[config.mk]
export PLATFORM = sky130hd
export DESIGN_NAME = link_tx_flat
export DESIGN_NICKNAME = d
export VERILOG_FILES = /design/src/rtl/link_tx_if.sv /design/src/rtl/link_tx.sv /design/src/flat_wrapper.sv
export SDC_FILE = /design/constraint.sdc
export NUM_CORES = 1
export LEC_CHECK = 0
export ABC_AREA = 1
export CORE_ASPECT_RATIO = 1.75
export CORE_MARGIN = 5
export CORE_UTILIZATION = 43
export DETAILED_ROUTE_END_ITERATION = 6
export PLACE_DENSITY = 0.87
export SKIP_CTS_REPAIR_TIMING = 1
export SLEW_MARGIN = 20
export SYNTH_ARGS = -nofsm -noshare
export SYNTH_HDL_FRONTEND = slang
export SYNTH_SLANG_ARGS = --single-unit
export TNS_END_PERCENT = 1
[constraint.sdc]
create_clock -name clk_i -period 2.87 [get_ports clk_i]
set_input_delay 0.574 -clock clk_i [delete_from_list [all_inputs] [get_ports clk_i]]
set_output_delay 0.574 -clock clk_i [all_outputs]
set_load 0.05 [all_outputs]
[src/rtl/link_tx_if.sv]
// Flit handshake bundle for link_tx: the local FWFT fifo read side plus the
// downstream link (push side and returned credit pulse).
interface link_tx_if #(
  parameter int DATA_WIDTH = 64
);
  logic                  fifo_empty;
  logic [DATA_WIDTH-1:0] fifo_dout;
  logic                  fifo_pop;
  logic                  link_valid;
  logic [DATA_WIDTH-1:0] link_data;
  logic                  credit_in;

  modport master (
    input  fifo_empty, fifo_dout, credit_in,
    output fifo_pop, link_valid, link_data
  );

  modport slave (
    output fifo_empty, fifo_dout, credit_in,
    input  fifo_pop, link_valid, link_data
  );
endinterface

[src/rtl/link_tx.sv]
// Output-side link transmitter: drains the port fifo onto the inter-router
// link under credit flow control, starting new packets only when granted.
//
// state    | meaning
// ---------+-------------------------------------------------------------
// S_IDLE   | at a packet boundary; a flit is sent only with grant_i
// S_IN_PKT | wormhole packet open; flits flow regardless of grant_i
module link_tx #(
  parameter int DATA_WIDTH = 64,
  parameter int CREDITS    = 8,
  parameter int CNT_WIDTH  = $clog2(CREDITS + 1)
) (
  input  logic                 clk_i,
  input  logic                 reset_i,
  input  logic                 grant_i,
  link_tx_if.master            bus,
  output logic [CNT_WIDTH-1:0] credit_count_o,
  output logic                 busy_o,
  output logic                 credit_err_o
);

  typedef enum logic {
    S_IDLE   = 1'b0,
    S_IN_PKT = 1'b1
  } state_e;

  localparam logic [1:0] FT_HEAD   = 2'b10;
  localparam logic [1:0] FT_TAIL   = 2'b01;
  localparam logic [CNT_WIDTH-1:0] CREDITS_C = CNT_WIDTH'(CREDITS);
  localparam logic [CNT_WIDTH-1:0] ONE_C     = CNT_WIDTH'(1);

  state_e                  state_q, state_d;
  logic [CNT_WIDTH-1:0]    credit_q, credit_d;
  logic                    err_q, err_d;
  logic                    valid_q, valid_d;
  logic [DATA_WIDTH-1:0]   data_q, data_d;
  logic                    fire;
  logic [1:0]              ftype;

  assign ftype = bus.fifo_dout[DATA_WIDTH-1 -: 2];
  assign fire  = !bus.fifo_empty && (credit_q != '0) &&
                 ((state_q == S_IN_PKT) || grant_i);

  // Gate with reset so no pop escapes while the block is held in reset.
  assign bus.fifo_pop   = fire && reset_i;
  assign bus.link_valid = valid_q;
  assign bus.link_data  = data_q;
  assign credit_count_o = credit_q;
  assign busy_o         = (state_q == S_IN_PKT);
  assign credit_err_o   = err_q;

  always_ff @(posedge clk_i or negedge reset_i) begin
    if (!reset_i) begin
      state_q  <= S_IDLE;
      credit_q <= CREDITS_C;
      err_q    <= 1'b0;
      valid_q  <= 1'b0;
      data_q   <= '0;
    end else begin
      state_q  <= state_d;
      credit_q <= credit_d;
      err_q    <= err_d;
      valid_q  <= valid_d;
      data_q   <= data_d;
    end
  end

  always_comb begin
    state_d  = state_q;
    credit_d = credit_q;
    err_d    = err_q;
    valid_d  = 1'b0;
    data_d   = data_q;

    if (fire) begin
      valid_d = 1'b1;
      data_d  = bus.fifo_dout;
      // Stray body/tail in S_IDLE and stray head in S_IN_PKT pass through.
      case (state_q)
        S_IDLE:   if (ftype == FT_HEAD) state_d = S_IN_PKT;
        S_IN_PKT: if (ftype == FT_TAIL) state_d = S_IDLE;
        default:  state_d = S_IDLE;
      endcase
    end

    case ({fire, bus.credit_in})
      2'b10: credit_d = credit_q - ONE_C;
      2'b01: begin
        if (credit_q == CREDITS_C) err_d = 1'b1;
        else                       credit_d = credit_q + ONE_C;
      end
      default: credit_d = credit_q;
    endcase
  end

endmodule

[src/flat_wrapper.sv]
// flat-port wrapper written by rule: the top's interface ports become plain ports
module link_tx_flat 
#(
  parameter int DATA_WIDTH = 64,
  parameter int CREDITS    = 8,
  parameter int CNT_WIDTH  = $clog2(CREDITS + 1)
)
  (clk_i, reset_i, grant_i, credit_count_o, busy_o, credit_err_o, bus_fifo_empty, bus_fifo_dout, bus_credit_in, bus_fifo_pop, bus_link_valid, bus_link_data);
  link_tx_if #(.DATA_WIDTH(DATA_WIDTH)) bus_i ();
  input  logic clk_i;
  input  logic reset_i;
  input  logic grant_i;
  output logic [CNT_WIDTH-1:0] credit_count_o;
  output logic busy_o;
  output logic credit_err_o;
  input wire logic [$bits(bus_i.fifo_empty)-1:0] bus_fifo_empty;
  input wire logic [$bits(bus_i.fifo_dout)-1:0] bus_fifo_dout;
  input wire logic [$bits(bus_i.credit_in)-1:0] bus_credit_in;
  output wire logic [$bits(bus_i.fifo_pop)-1:0] bus_fifo_pop;
  output wire logic [$bits(bus_i.link_valid)-1:0] bus_link_valid;
  output wire logic [$bits(bus_i.link_data)-1:0] bus_link_data;
  assign bus_i.fifo_empty = bus_fifo_empty;
  assign bus_i.fifo_dout = bus_fifo_dout;
  assign bus_i.credit_in = bus_credit_in;
  assign bus_fifo_pop = bus_i.fifo_pop;
  assign bus_link_valid = bus_i.link_valid;
  assign bus_link_data = bus_i.link_data;
  link_tx #(.DATA_WIDTH(DATA_WIDTH), .CREDITS(CREDITS), .CNT_WIDTH(CNT_WIDTH)) u_core (.clk_i(clk_i), .reset_i(reset_i), .grant_i(grant_i), .bus(bus_i), .credit_count_o(credit_count_o), .busy_o(busy_o), .credit_err_o(credit_err_o));
endmodule
Word-level counts from Yosys, hierarchy flattened:

Cells that the tools add are included.

* bits in registers: 71
* word-level logic and storage cells: 29

* add/subtract/negate cells: 2
* equal/unequal tests: 6
* multiplexer cells: 6
* bitwise logic cells: 1
* reductions and logical operators: 9

Operator list (count)
* 4-bit case mux with 2 select lines: 1
* 4-bit by 1-bit adder with 4-bit output (second input constant): 1
* 2-bit by 1-bit == test with 1-bit output (second input constant): 2
* 2-bit == test (second input constant): 2
* 4-bit == test (second input constant): 1
* 4-bit two-way mux: 1
* 2-bit AND reduction: 2
* 4-bit nonzero test: 1
* 4-bit by 1-bit subtractor with 4-bit output (second input constant): 1
* 1-bit logical AND: 3
* 1-bit two-way mux: 3
* 2-bit != test (second input constant): 1
* 1-bit case mux with 2 select lines: 1
* 2-bit nonzero test: 1
* 1-bit zero test: 1
* 1-bit logical OR: 1
* 1-bit inverter: 1

Logic depth before layout (Yosys ltp):

* depth in word-level cells: 6
* mapped depth: 15
* mapped depth without buffers: 14

Worst setup path before layout:

No wires, ideal clock.

* path kind: register -> output
* from: register u_core.credit_q[0] (netlist: u_core.credit_count_o[0])
* to: output port bus_fifo_pop
* arrival: 1819 ps
* required time: 2296 ps
* slack: 477 ps
* cell stages (with the launch flop): 6
* path through: dfrtp_1 -> nor2_2 -> nand2_1 -> nand2_2 -> buf_2 -> nor2_1

* word-level cells in the longest chain between the ends: 4

Ends and longest elaborated chain
* start, declared: line link_tx.sv:33 `logic [CNT_WIDTH-1:0] credit_q, credit_d;`
* start signal, assigned: line link_tx.sv:61 `credit_q <= credit_d;`
* 4-bit nonzero test: line link_tx.sv:41 `assign fire = !bus.fifo_empty && (credit_q != '0) &&`
* 1-bit logical AND (2 in a row): line link_tx.sv:41
* 1-bit logical AND: line link_tx.sv:45 `assign bus.fifo_pop = fire && reset_i;`
* end, declared: line flat_wrapper.sv:19 `output wire logic [$bits(bus_i.fifo_pop)-1:0] bus_fifo_pop;`

No other way between the ends.

Worst setup path after layout:

* from: input port grant_i
* to: output port bus_fifo_pop

* word-level cells in the longest chain between the ends: 3

Ends and longest elaborated chain
* start, declared: line flat_wrapper.sv:12 `input logic grant_i;`
* 1-bit logical OR: line link_tx.sv:42 `((state_q == S_IN_PKT) || grant_i);`
* 1-bit logical AND: line link_tx.sv:41
* 1-bit logical AND: line link_tx.sv:45

No other way between the ends.

==> impl_results.md <==
- Worst min-delay path category: input port to async pin
- Syn_nets: 394
- Row count: 39
- Outcome: complete, no violations
- DRT iter0 DRCs: 142
- Final WL: 7.71 mm
- Crit Path Category: input port to primary output
- Congestion Overflow GR: 0
- Synth Area in Adders: 0.0158
- TritonCTS Sinks: 71
- Worst IR Drop VDD: 771 uV
- Slowest cell delay on critical path: 0.46 ns
- Minimum clock period: 2.30 ns
- Period utilization: 0.801
- Die H: 118 um
- RSZ-0062 raised after global routing: no
- GRT met2 Usage: 0.338
- F_max: 435 MHz
- Worst Setup Start Kind: input port
- Starting Density: 0.439
- Synth Register Bits: 71
- GR peak layer: met2
- Layout net count: 535
- Post-synthesis cell area: 2850 um^2
- Pin count of the biggest net entering global routing: 72
- Endpoints failing hold: 0
- Most common cell after layout, fill and taps aside: nand2_1
- CP required: 2.30 ns
- Compound-Gate Fraction of Synth Area: 0.00966
- Worst R2R Setup Slack: 0.86 ns
- Syn avg cell area: 8.85 um^2
- Global-route wire length before repair: 12.7 mm
- Buffers on Ports: 140
- Area Overhead vs Synth: 60.7%
- Die Wd: 71.5 um
- Post-synthesis mux area share: 0
- Vias in the first global route: 2704
- Worst-path cell chain: clkdlybuf4s50_1 > nor2_1 > nor2_1 > nand2_2 > nor2_1 > buf_12
- Initial antenna violation count: 0
- Sequential Area: 1780 um^2
- HPWL Detailed: 5.70 mm
- H-tree depth: 3
- CP most frequent cell: nor2_1
- Num CTS Buffers: 9
- Crit path capture type: primary output
- Final setup vio count: 0
- Ratio of cells with drive above 1 in the final layout: 0.0577
- Crit path DAT: 1.73 ns
- Slowest-stage cell, CP: clkdlybuf4s50_1
- Reg2Reg Depth: 14
- Worst slew pin tran: 0.858 ns
- Most frequent cells in the layout: nand2_1 (199), clkdlybuf4s50_1 (138), dfrtp_1 (70), nand3_1 (9), clkbuf_16 (9)
- Full die area: 8420 um^2
- R2R Path Start: u_core.credit_count_o[0]
- # DRC: 0
- Top cell family by delay on the critical path: buffers and inverters
- Routing usage on met1: 0.203
- Leakage power: 2.27 nW
- Post-route cell area: 4580 um^2
- Synthesized instance count: 322
- Clk root buf: clkbuf_16
- Routed vias: 2557
- IO Count: 141
- Reg2reg end: u_core.credit_count_o[3]
- Final-layout fill cell count: 507
- Worst clock skew: 0.00410 ns
- TritonCTS clock tree: yes
- Sequential fraction of the synthesis area: 0.624
- Slew Limit Headroom: 0.428
- Gp weighted congestion: 0.877
- ANT cells: 0
- Largest family of logic cells by synthesized area: simple AND/OR/NAND/NOR gates
- Vias per inst: 4.65
- Final Power: 6.40 mW
- Max Cap Viol: 0
- Synth cell types: 20
- Cell Area, Placed: 4290 um^2
- Yosys Warn Count: 0
- Crit path depth: 6
- Clock slew at reported path FFs: 0.05 ns
- DR WL/cell: 14.0 um
- Worst-skew pair later-pin latency: 0.32 ns
- Setup TNS: 0 ns
- Maximum clock path buffer count: 2
- Met3 usage: 0.0744
- Pwr Density: 1400 nW/um^2
- Multi-input combinational cell area: 931 um^2
- Bufs and invs on worst path: 2
- Final antenna-violating net count: 0
- Fin. max-slew vios: 0
- Synth Area in Simple Gates: 0.295
- All-Layer GR Usage: 0.191
- Max Fanout on Critical Path: 4
- TritonRoute pass-1 iters: 4
- Core area: 6490 um^2
- Xor and xnor area share after synthesis: 0.00615
[logic make-up after synthesis]
kind of cell / Yosys count
AOI/OAI and AO/OA: 4
and+or+nand+nor: 218
adders and majority gates: 3
DFF: 71
buffers and inverters: 24
xor gates and xnor gates: 2
[worst register-to-register path, stage by stage, from the launching register on]
cell and delay [ns]:
dfrtp_1 0.47, nor2_2 0.16, nand2_1 0.09, nand2_2 0.11, inv_2 0.05, nor2_2 0.09
inv_2 0.07, ha_1 0.32, nand2_1 0.08, nand3_1 0.11, inv_1 0.09, nand3_1 0.07
nand3_1 0.12, nand2_1 0.05, inv_1 0.06
[sequential cells by signal, summed over array words and instances (netlist names)]
| register | flops |
|---|---|
| u_core.credit_err_o | 1 |
| u_core.credit_count_o | 4 |
| u_core.bus.link_data | 64 |
| u_core.busy_o | 1 |
| u_core.bus.link_valid | 1 |
[through the flow]
step / util / hold WS [ns] / instances / worst slack [ns]
finish: 0.705 / 0.457 / 550 / 0.571
global route: 0.705 / 0.497 / 550 / 0.429
CTS: 0.705 / 0.479 / 550 / 0.544
detailed placement: 0.660 / 0.465 / 534 / 0.387
global placement: 0.660 / 0.462 / 534 / 0.491
floorplan: - / 0.278 / 322 / 0.477
[area by class of cell]
cell class,instances,share of cell area
clock inverter,4,0.00984
clock buffer,12,0.0539
inverter,10,0.00820
multi-input combinational,227,0.203
sequential,71,0.388
timing repair buffer,144,0.314
tap,82,0.0224
[worst max-delay path by stage]
stage                                   startpoint                        to  slack (ns)
after floorplan           u_core.credit_count_o[0]              bus_fifo_pop        0.48
after global placement                     grant_i  u_core.credit_count_o[3]        0.49
after detailed placement                   grant_i  u_core.credit_count_o[3]        0.39
after CTS                                  grant_i              bus_fifo_pop        0.54
after global routing                       grant_i              bus_fifo_pop        0.43
final                                      grant_i              bus_fifo_pop        0.57
[per-layer routing]
layer / part of all wire / up-vias
met3: 0.084 / 14
met2: 0.54 / 100
met4: 0.021 / 0
met1: 0.36 / 1189
li1: - / 1254
met5: 0 / -
[cells in the mapped netlist]
| cell type | n | share of area |
|---|---|---|
| dfrtp_1 | 70 | 0.61 |
| xor2_1 | 2 | 0.0061 |
| o21ai_0 | 2 | 0.0035 |
| buf_6 | 4 | 0.016 |
| dfstp_2 | 1 | 0.0092 |
| nand2_1 | 199 | 0.26 |
| inv_1 | 8 | 0.011 |
| nand3_1 | 9 | 0.016 |
| inv_2 | 2 | 0.0026 |
| ha_1 | 2 | 0.0088 |
| o21bai_2 | 1 | 0.0040 |
| nor3_1 | 1 | 0.0018 |
| nand2_2 | 1 | 0.0022 |
| buf_4 | 3 | 0.0079 |
| nand4_1 | 1 | 0.0022 |
| nor2_1 | 5 | 0.0066 |
| buf_2 | 7 | 0.012 |
| fa_1 | 1 | 0.0070 |
| a31oi_1 | 1 | 0.0022 |
| nor2_2 | 2 | 0.0044 |
[power breakdown]
group	internal, mW	switching [mW]
sequential	1.47	0.290
combinational	1.13	2.44
clock	0.691	0.374
total	3.29	3.10
Power figures use the tool's default switching activity.
